File: config.mk
export PLATFORM = sky130hd
export DESIGN_NAME = ws_array_controller_flat
export DESIGN_NICKNAME = d
export VERILOG_FILES = /design/src/rtl/ws_array_controller_if.sv /design/src/rtl/ws_array_controller.sv /design/src/flat_wrapper.sv
export SDC_FILE = /design/constraint.sdc
export NUM_CORES = 1
export LEC_CHECK = 0
export BUFFER_PORTS_ARGS = -buffer_cell sky130_fd_sc_hd__buf_4
export CAP_MARGIN = 20
export CORE_MARGIN = 1.5
export CORE_UTILIZATION = 60
export CTS_BUF_LIST = sky130_fd_sc_hd__clkbuf_2 sky130_fd_sc_hd__clkbuf_4 sky130_fd_sc_hd__clkbuf_8
export CTS_CLUSTER_SIZE = 25
export DETAILED_ROUTE_END_ITERATION = 10
export PLACE_DENSITY = 0.9
export SLEW_MARGIN = 20
export SYNTH_ARGS = -nofsm -noshare
export SYNTH_HDL_FRONTEND = slang
export SYNTH_SLANG_ARGS = --single-unit
File: constraint.sdc
create_clock -name clk -period 3.3 [get_ports clk]
set_input_delay 0.33 -clock clk [delete_from_list [all_inputs] [get_ports clk]]
set_output_delay 0.33 -clock clk [all_outputs]
set_load 0.02 [all_outputs]
File: src/rtl/ws_array_controller_if.sv
// Scheduler/array-side signal bundle for ws_array_controller.
// stall_count exists only when WS_CTRL_PERF_EN is defined.
interface ws_array_controller_if #(
  parameter int unsigned ARRAY_SIZE = 4,
  parameter int unsigned VECWIDTH   = 16
);
  localparam int unsigned RowW = $clog2(ARRAY_SIZE);

  logic                  start;
  logic [VECWIDTH-1:0]   cfg_num_vec;
  logic                  busy;
  logic                  done;
  logic                  w_rd_en;
  logic [RowW-1:0]       w_rd_row;
  logic                  w_shift;
  logic                  mode;
  logic                  a_valid;
  logic                  a_ready;
  logic [ARRAY_SIZE-1:0] pe_enable;
  logic [ARRAY_SIZE-1:0] ps_valid;
`ifdef WS_CTRL_PERF_EN
  logic [VECWIDTH-1:0]   stall_count;
`endif

  modport master (
    output start, cfg_num_vec, a_valid,
    input  busy, done, w_rd_en, w_rd_row, w_shift, mode, a_ready, pe_enable, ps_valid
`ifdef WS_CTRL_PERF_EN
    , input stall_count
`endif
  );

  modport slave (
    input  start, cfg_num_vec, a_valid,
    output busy, done, w_rd_en, w_rd_row, w_shift, mode, a_ready, pe_enable, ps_valid
`ifdef WS_CTRL_PERF_EN
    , output stall_count
`endif
  );
endinterface

File: src/rtl/ws_array_controller.sv
// Weight-stationary systolic array sequencer: weight load, skewed compute, drain, done.
// Define WS_CTRL_PERF_EN to add the saturating stall_count performance counter.
module ws_array_controller #(
  parameter int unsigned ARRAY_SIZE = 4,
  parameter int unsigned VECWIDTH   = 16
) (
  input logic                  clk,
  input logic                  reset,
  ws_array_controller_if.slave bus
);
  localparam int unsigned RowW   = $clog2(ARRAY_SIZE);
  localparam int unsigned DrainW = $clog2(2 * ARRAY_SIZE);
  // Deepest tap is ps_valid[ARRAY_SIZE-1] at 2*ARRAY_SIZE-1 cycles of delay.
  localparam int unsigned SkewW  = 2 * ARRAY_SIZE - 1;

  typedef enum logic [2:0] {StIdle, StLoadW, StCompute, StDrain, StDone} state_e;

  state_e              state_q;
  logic [VECWIDTH-1:0] count_q;
  logic [RowW-1:0]     row_q;
  logic                rd_en_q;
  logic                shift_q;
  logic [DrainW-1:0]   drain_q;
  logic [SkewW-1:0]    skew_q;
  logic                issue;

  assign issue = (state_q == StCompute) && bus.a_valid;

  always_ff @(posedge clk) begin
    if (reset) begin
      state_q <= StIdle;
      count_q <= '0;
      row_q   <= '0;
      rd_en_q <= 1'b0;
      shift_q <= 1'b0;
      drain_q <= '0;
      skew_q  <= '0;
    end else begin
      unique case (state_q)
        StIdle: begin
          if (bus.start) begin
            state_q <= StLoadW;
            count_q <= bus.cfg_num_vec;
            row_q   <= RowW'(ARRAY_SIZE - 1);
            rd_en_q <= 1'b1;
          end
        end
        StLoadW: begin
          shift_q <= rd_en_q;
          if (rd_en_q) begin
            if (row_q == '0) rd_en_q <= 1'b0;
            else             row_q   <= row_q - RowW'(1);
          end
          // Last shift cycle: read strobe already dropped, shift still high.
          if (shift_q && !rd_en_q) begin
            state_q <= (count_q != '0) ? StCompute : StDone;
          end
        end
        StCompute: begin
          if (issue && (count_q != '0)) begin
            count_q <= count_q - VECWIDTH'(1);
            if (count_q == VECWIDTH'(1)) begin
              state_q <= StDrain;
              drain_q <= DrainW'(2 * ARRAY_SIZE - 2);
            end
          end
        end
        StDrain: begin
          if (drain_q == '0) state_q <= StDone;
          else               drain_q <= drain_q - DrainW'(1);
        end
        StDone:  state_q <= StIdle;
        default: state_q <= StIdle;
      endcase

      if ((state_q == StCompute) || (state_q == StDrain)) begin
        skew_q <= {skew_q[SkewW-2:0], issue};
      end else begin
        skew_q <= '0;
      end
    end
  end

`ifdef WS_CTRL_PERF_EN
  logic [VECWIDTH-1:0] stall_q;

  always_ff @(posedge clk) begin
    if (reset) begin
      stall_q <= '0;
    end else if ((state_q == StIdle) && bus.start) begin
      stall_q <= '0;
    end else if ((state_q == StCompute) && !bus.a_valid && (stall_q != '1)) begin
      stall_q <= stall_q + VECWIDTH'(1);
    end
  end

  assign bus.stall_count = stall_q;
`endif

  assign bus.busy     = (state_q != StIdle);
  assign bus.done     = (state_q == StDone);
  assign bus.mode     = (state_q == StCompute) || (state_q == StDrain);
  assign bus.a_ready  = (state_q == StCompute);
  assign bus.w_rd_en  = rd_en_q;
  assign bus.w_rd_row = row_q;
  assign bus.w_shift  = shift_q;

  always_comb begin
    bus.pe_enable    = '0;
    bus.ps_valid     = '0;
    bus.pe_enable[0] = issue;
    for (int r = 1; r < ARRAY_SIZE; r++) begin
      bus.pe_enable[r] = skew_q[r-1];
    end
    for (int c = 0; c < ARRAY_SIZE; c++) begin
      bus.ps_valid[c] = skew_q[ARRAY_SIZE+c-1];
    end
  end
endmodule

File: src/flat_wrapper.sv
// flat-port wrapper written by rule: the top's interface ports become plain ports
module ws_array_controller_flat 
#(
  parameter int unsigned ARRAY_SIZE = 4,
  parameter int unsigned VECWIDTH   = 16
)
  (clk, reset, bus_start, bus_cfg_num_vec, bus_a_valid, bus_busy, bus_done, bus_w_rd_en, bus_w_rd_row, bus_w_shift, bus_mode, bus_a_ready, bus_pe_enable, bus_ps_valid);
  ws_array_controller_if #(.ARRAY_SIZE(ARRAY_SIZE), .VECWIDTH(VECWIDTH)) bus_i ();
  input logic clk;
  input logic reset;
  input wire logic [$bits(bus_i.start)-1:0] bus_start;
  input wire logic [$bits(bus_i.cfg_num_vec)-1:0] bus_cfg_num_vec;
  input wire logic [$bits(bus_i.a_valid)-1:0] bus_a_valid;
  output wire logic [$bits(bus_i.busy)-1:0] bus_busy;
  output wire logic [$bits(bus_i.done)-1:0] bus_done;
  output wire logic [$bits(bus_i.w_rd_en)-1:0] bus_w_rd_en;
  output wire logic [$bits(bus_i.w_rd_row)-1:0] bus_w_rd_row;
  output wire logic [$bits(bus_i.w_shift)-1:0] bus_w_shift;
  output wire logic [$bits(bus_i.mode)-1:0] bus_mode;
  output wire logic [$bits(bus_i.a_ready)-1:0] bus_a_ready;
  output wire logic [$bits(bus_i.pe_enable)-1:0] bus_pe_enable;
  output wire logic [$bits(bus_i.ps_valid)-1:0] bus_ps_valid;
  assign bus_i.start = bus_start;
  assign bus_i.cfg_num_vec = bus_cfg_num_vec;
  assign bus_i.a_valid = bus_a_valid;
  assign bus_busy = bus_i.busy;
  assign bus_done = bus_i.done;
  assign bus_w_rd_en = bus_i.w_rd_en;
  assign bus_w_rd_row = bus_i.w_rd_row;
  assign bus_w_shift = bus_i.w_shift;
  assign bus_mode = bus_i.mode;
  assign bus_a_ready = bus_i.a_ready;
  assign bus_pe_enable = bus_i.pe_enable;
  assign bus_ps_valid = bus_i.ps_valid;
  ws_array_controller #(.ARRAY_SIZE(ARRAY_SIZE), .VECWIDTH(VECWIDTH)) u_core (.clk(clk), .reset(reset), .bus(bus_i));
endmodule
==> impl_metrics.json <==
{
  "dr.pass1.iters": 6,
  "cts.path.max_buffers": 2,
  "ir_drop_v": 0.000461,
  "place_inst": 286,
  "syn-instance-count": 231,
  "drt-total-wl_mm": 4.22,
  "hp-class": "in -> reg",
  "dieArea_um2": 3350,
  "cap_violations": 0,
  "numCtsBuffers": 5,
  "area.growth.synth_to_final_pct": 20.1,
  "syn-cell-area_um2": 1810,
  "fp.dieH_um": 57.9,
  "cp.required_ns": 3.54,
  "r2r_slack_ns": 1.22,
  "worst_ep_arrival_time_ns": 2.32,
  "ctsHoldBuffers": 0,
  "crit_path_start_kind": "flop",
  "htree_num_levels": 2,
  "finalClockSkew_ns": 0.00583,
  "crit_slowest_cell": "nor4_4",
  "antenna_found_initial": 0,
  "r2r-start": "u_core.count_q[8]",
  "syn_area_per_cell_um2": 7.83,
  "placementRows": 19,
  "yosysSeqAreaShare_pct": 36.5,
  "ys_types": 43,
  "period_share_pct": 63.0,
  "grt_setup_unrepaired": "false",
  "clk_pin_slew_ns": 0.11,
  "timing.critical_path.from": "u_core.count_q[8]",
  "netlist.area_leader.share_pct": 36.5,
  "layout.cells.non_filler": 294,
  "drcViolationCount": 0,
  "n_antenna_cell": 0,
  "routabilityCongestion": 0.847,
  "start_util_pct": 64.5,
  "worst-path-stages": 6,
  "cp_max_fo": 11,
  "setup.worst_path.end": "u_core.count_q[3]",
  "ioPinCount": 36,
  "crit_family": "simple AND/OR/NAND/NOR gates",
  "wire_per_inst_um": 14.4,
  "synth_edf_count": 0,
  "outcome": "finished clean",
  "place_hpwl_mm": 2.90,
  "cts.sinks": 33,
  "crit_buf_inv": 1,
  "yosys.area.top_type": "dfxtp_1",
  "fmax_mhz": 481,
  "grt_overflow": 0,
  "worst_skew_pair.late_latency_ns": 0.34,
  "drtAntennaViolNets": 0,
  "hold_ws_ns": 0.254,
  "nNetsFinal": 288,
  "slowest_delay_ns": 0.42,
  "vias_per_cell": 6.23,
  "synthArstFlopShare_pct": 0,
  "period_minus_slack_ns": 2.08,
  "final_cell_mix": "buf_4 (38), dfxtp_1 (33), a21oi_1 (24)",
  "tightest_slew_ns": 0.514,
  "core_area_um2": 2810,
  "io_buffers": 35,
  "post_cts_buffers": 0,
  "first_global_vias": 1590,
  "grt_pass1_wl_mm": 6.84,
  "final_common_cell": "buf_4",
  "endpoint_kind": "flop",
  "synth_flop_cell": "dfxtp_1",
  "drtIter0Drc": 120,
  "num_vias": 1831,
  "die_x_um": 57.9,
  "setup_violations": 0,
  "synth_seq_cells": 33,
  "grtUsageTotal_pct": 26.3,
  "layout-drive-gt1-share_pct": 23.2,
  "fin_tns_setup_ns": 0,
  "yosysWarnings": 0,
  "power.density_nw_per_um2": 862,
  "slew_headroom_pct": 65.6,
  "rr_endpoint": "u_core.count_q[3]",
  "yosys-top-cells-area": "dfxtp_1 (37%), a21oi_1 (6.6%), nand2_1 (4.8%)",
  "worstSetupPathType": "reg -> reg",
  "worst_r2r_path_depth": 6,
  "p_leak_uw": 0.000931,
  "drv_slew": 0,
  "cts_tree": "built",
  "post_cts_resized": 0,
  "worstPathCellList": "nor4_4 -> nand4_1 -> a21oi_2 -> buf_4 -> nor3_1 -> a31o_2",
  "grt_max_degree": 35,
  "hold_viol": 0,
  "cts-root-buf": "clkbuf_4",
  "synthesis.nets": 257
}
==> report_power, final <==
group | internal, uW | switching (uW) | total (uW) | leakage (uW)
Sequential | 487 | 122 | 609 | 0.000270
Combinational | 357 | 530 | 888 | 0.000606
Clock | 234 | 141 | 375 | 0.0000552
Total | 1080 | 793 | 1870 | 0.000931
==> flip-flops by register name, summed over array words and instances, names as in the netlist <==
name	count
u_core.count_q	16
u_core.bus.w_rd_row	2
u_core.drain_q	3
u_core.bus.w_rd_en	1
u_core.skew_q	7
u_core.state_q	3
u_core.bus.w_shift	1
==> kinds of logic (layout without fill, tap and decap cells) <==
kind of cell             count (synthesis)  after routing  share of synthesized area, %
flip-flops                              33             33                          36.5
AO/OA/AOI/OAI                           71             71                          24.4
adder cells (fa/ha/maj)                  6              6                          4.15
AND/OR/NAND/NOR                         94             94                          28.4
XOR/XNOR                                 1              1                         0.485
buffers and inverters                   26             58                          6.09
==> cell usage after synthesis (5+ instances only) <==
cell and number:
inv_1 11, ha_1 6, nand3_1 5, and3_1 9, a211oi_1 6, nor3_1 11
dfxtp_1 33, nand2_1 23, o21ai_0 17, a21oi_1 24, clkbuf_1 9, nor2_1 20
==> layout make-up <==
| class | count | area, um^2 |
|---|---|---|
| multi-input combinational | 172 | 1040 |
| sequential | 33 | 661 |
| fill | 217 | 634 |
| timing repair buffer | 38 | 285 |
| clock inverter | 3 | 65.1 |
| inverter | 12 | 46.3 |
| tap | 31 | 38.8 |
| clock buffer | 5 | 37.5 |
==> metal layers <==
layer | GRT usage [%] | up-vias | wire length [um]
met5 | 0 | - | 0
met4 | 16.6 | 0 | 116
met3 | 4.24 | 15 | 258
met2 | 42.7 | 72 | 2070
met1 | 32.5 | 842 | 1780
li1 | - | 902 | -
==> per-stage QoR <==
step                      cell area [um^2]  setup WS, ns  total power (uW)  util [%]
final                                 2170          1.22              1870      77.4
after global routing                  2170         0.996              2010      77.4
after CTS                             2170          1.24              1860      77.4
after detailed placement              2070          1.25              1480      73.7
after global placement                2070          1.25              1460      73.7
after floorplan                       1810          1.40              1260         -
==> worst min-delay path by stage <==
stage	startpoint	to	cells past startpoint
3_3_place_gp	u_core.drain_q[1]	u_core.drain_q[1]	1
6_report	bus_a_valid	u_core.skew_q[0]	2
2_1_floorplan	u_core.drain_q[0]	u_core.drain_q[0]	1
4_1_cts	bus_a_valid	u_core.skew_q[0]	2
5_1_grt	bus_a_valid	u_core.skew_q[0]	2
3_5_place_dp	u_core.bus.w_rd_en	u_core.bus.w_shift	2
(Power assumes the default switching activity.)
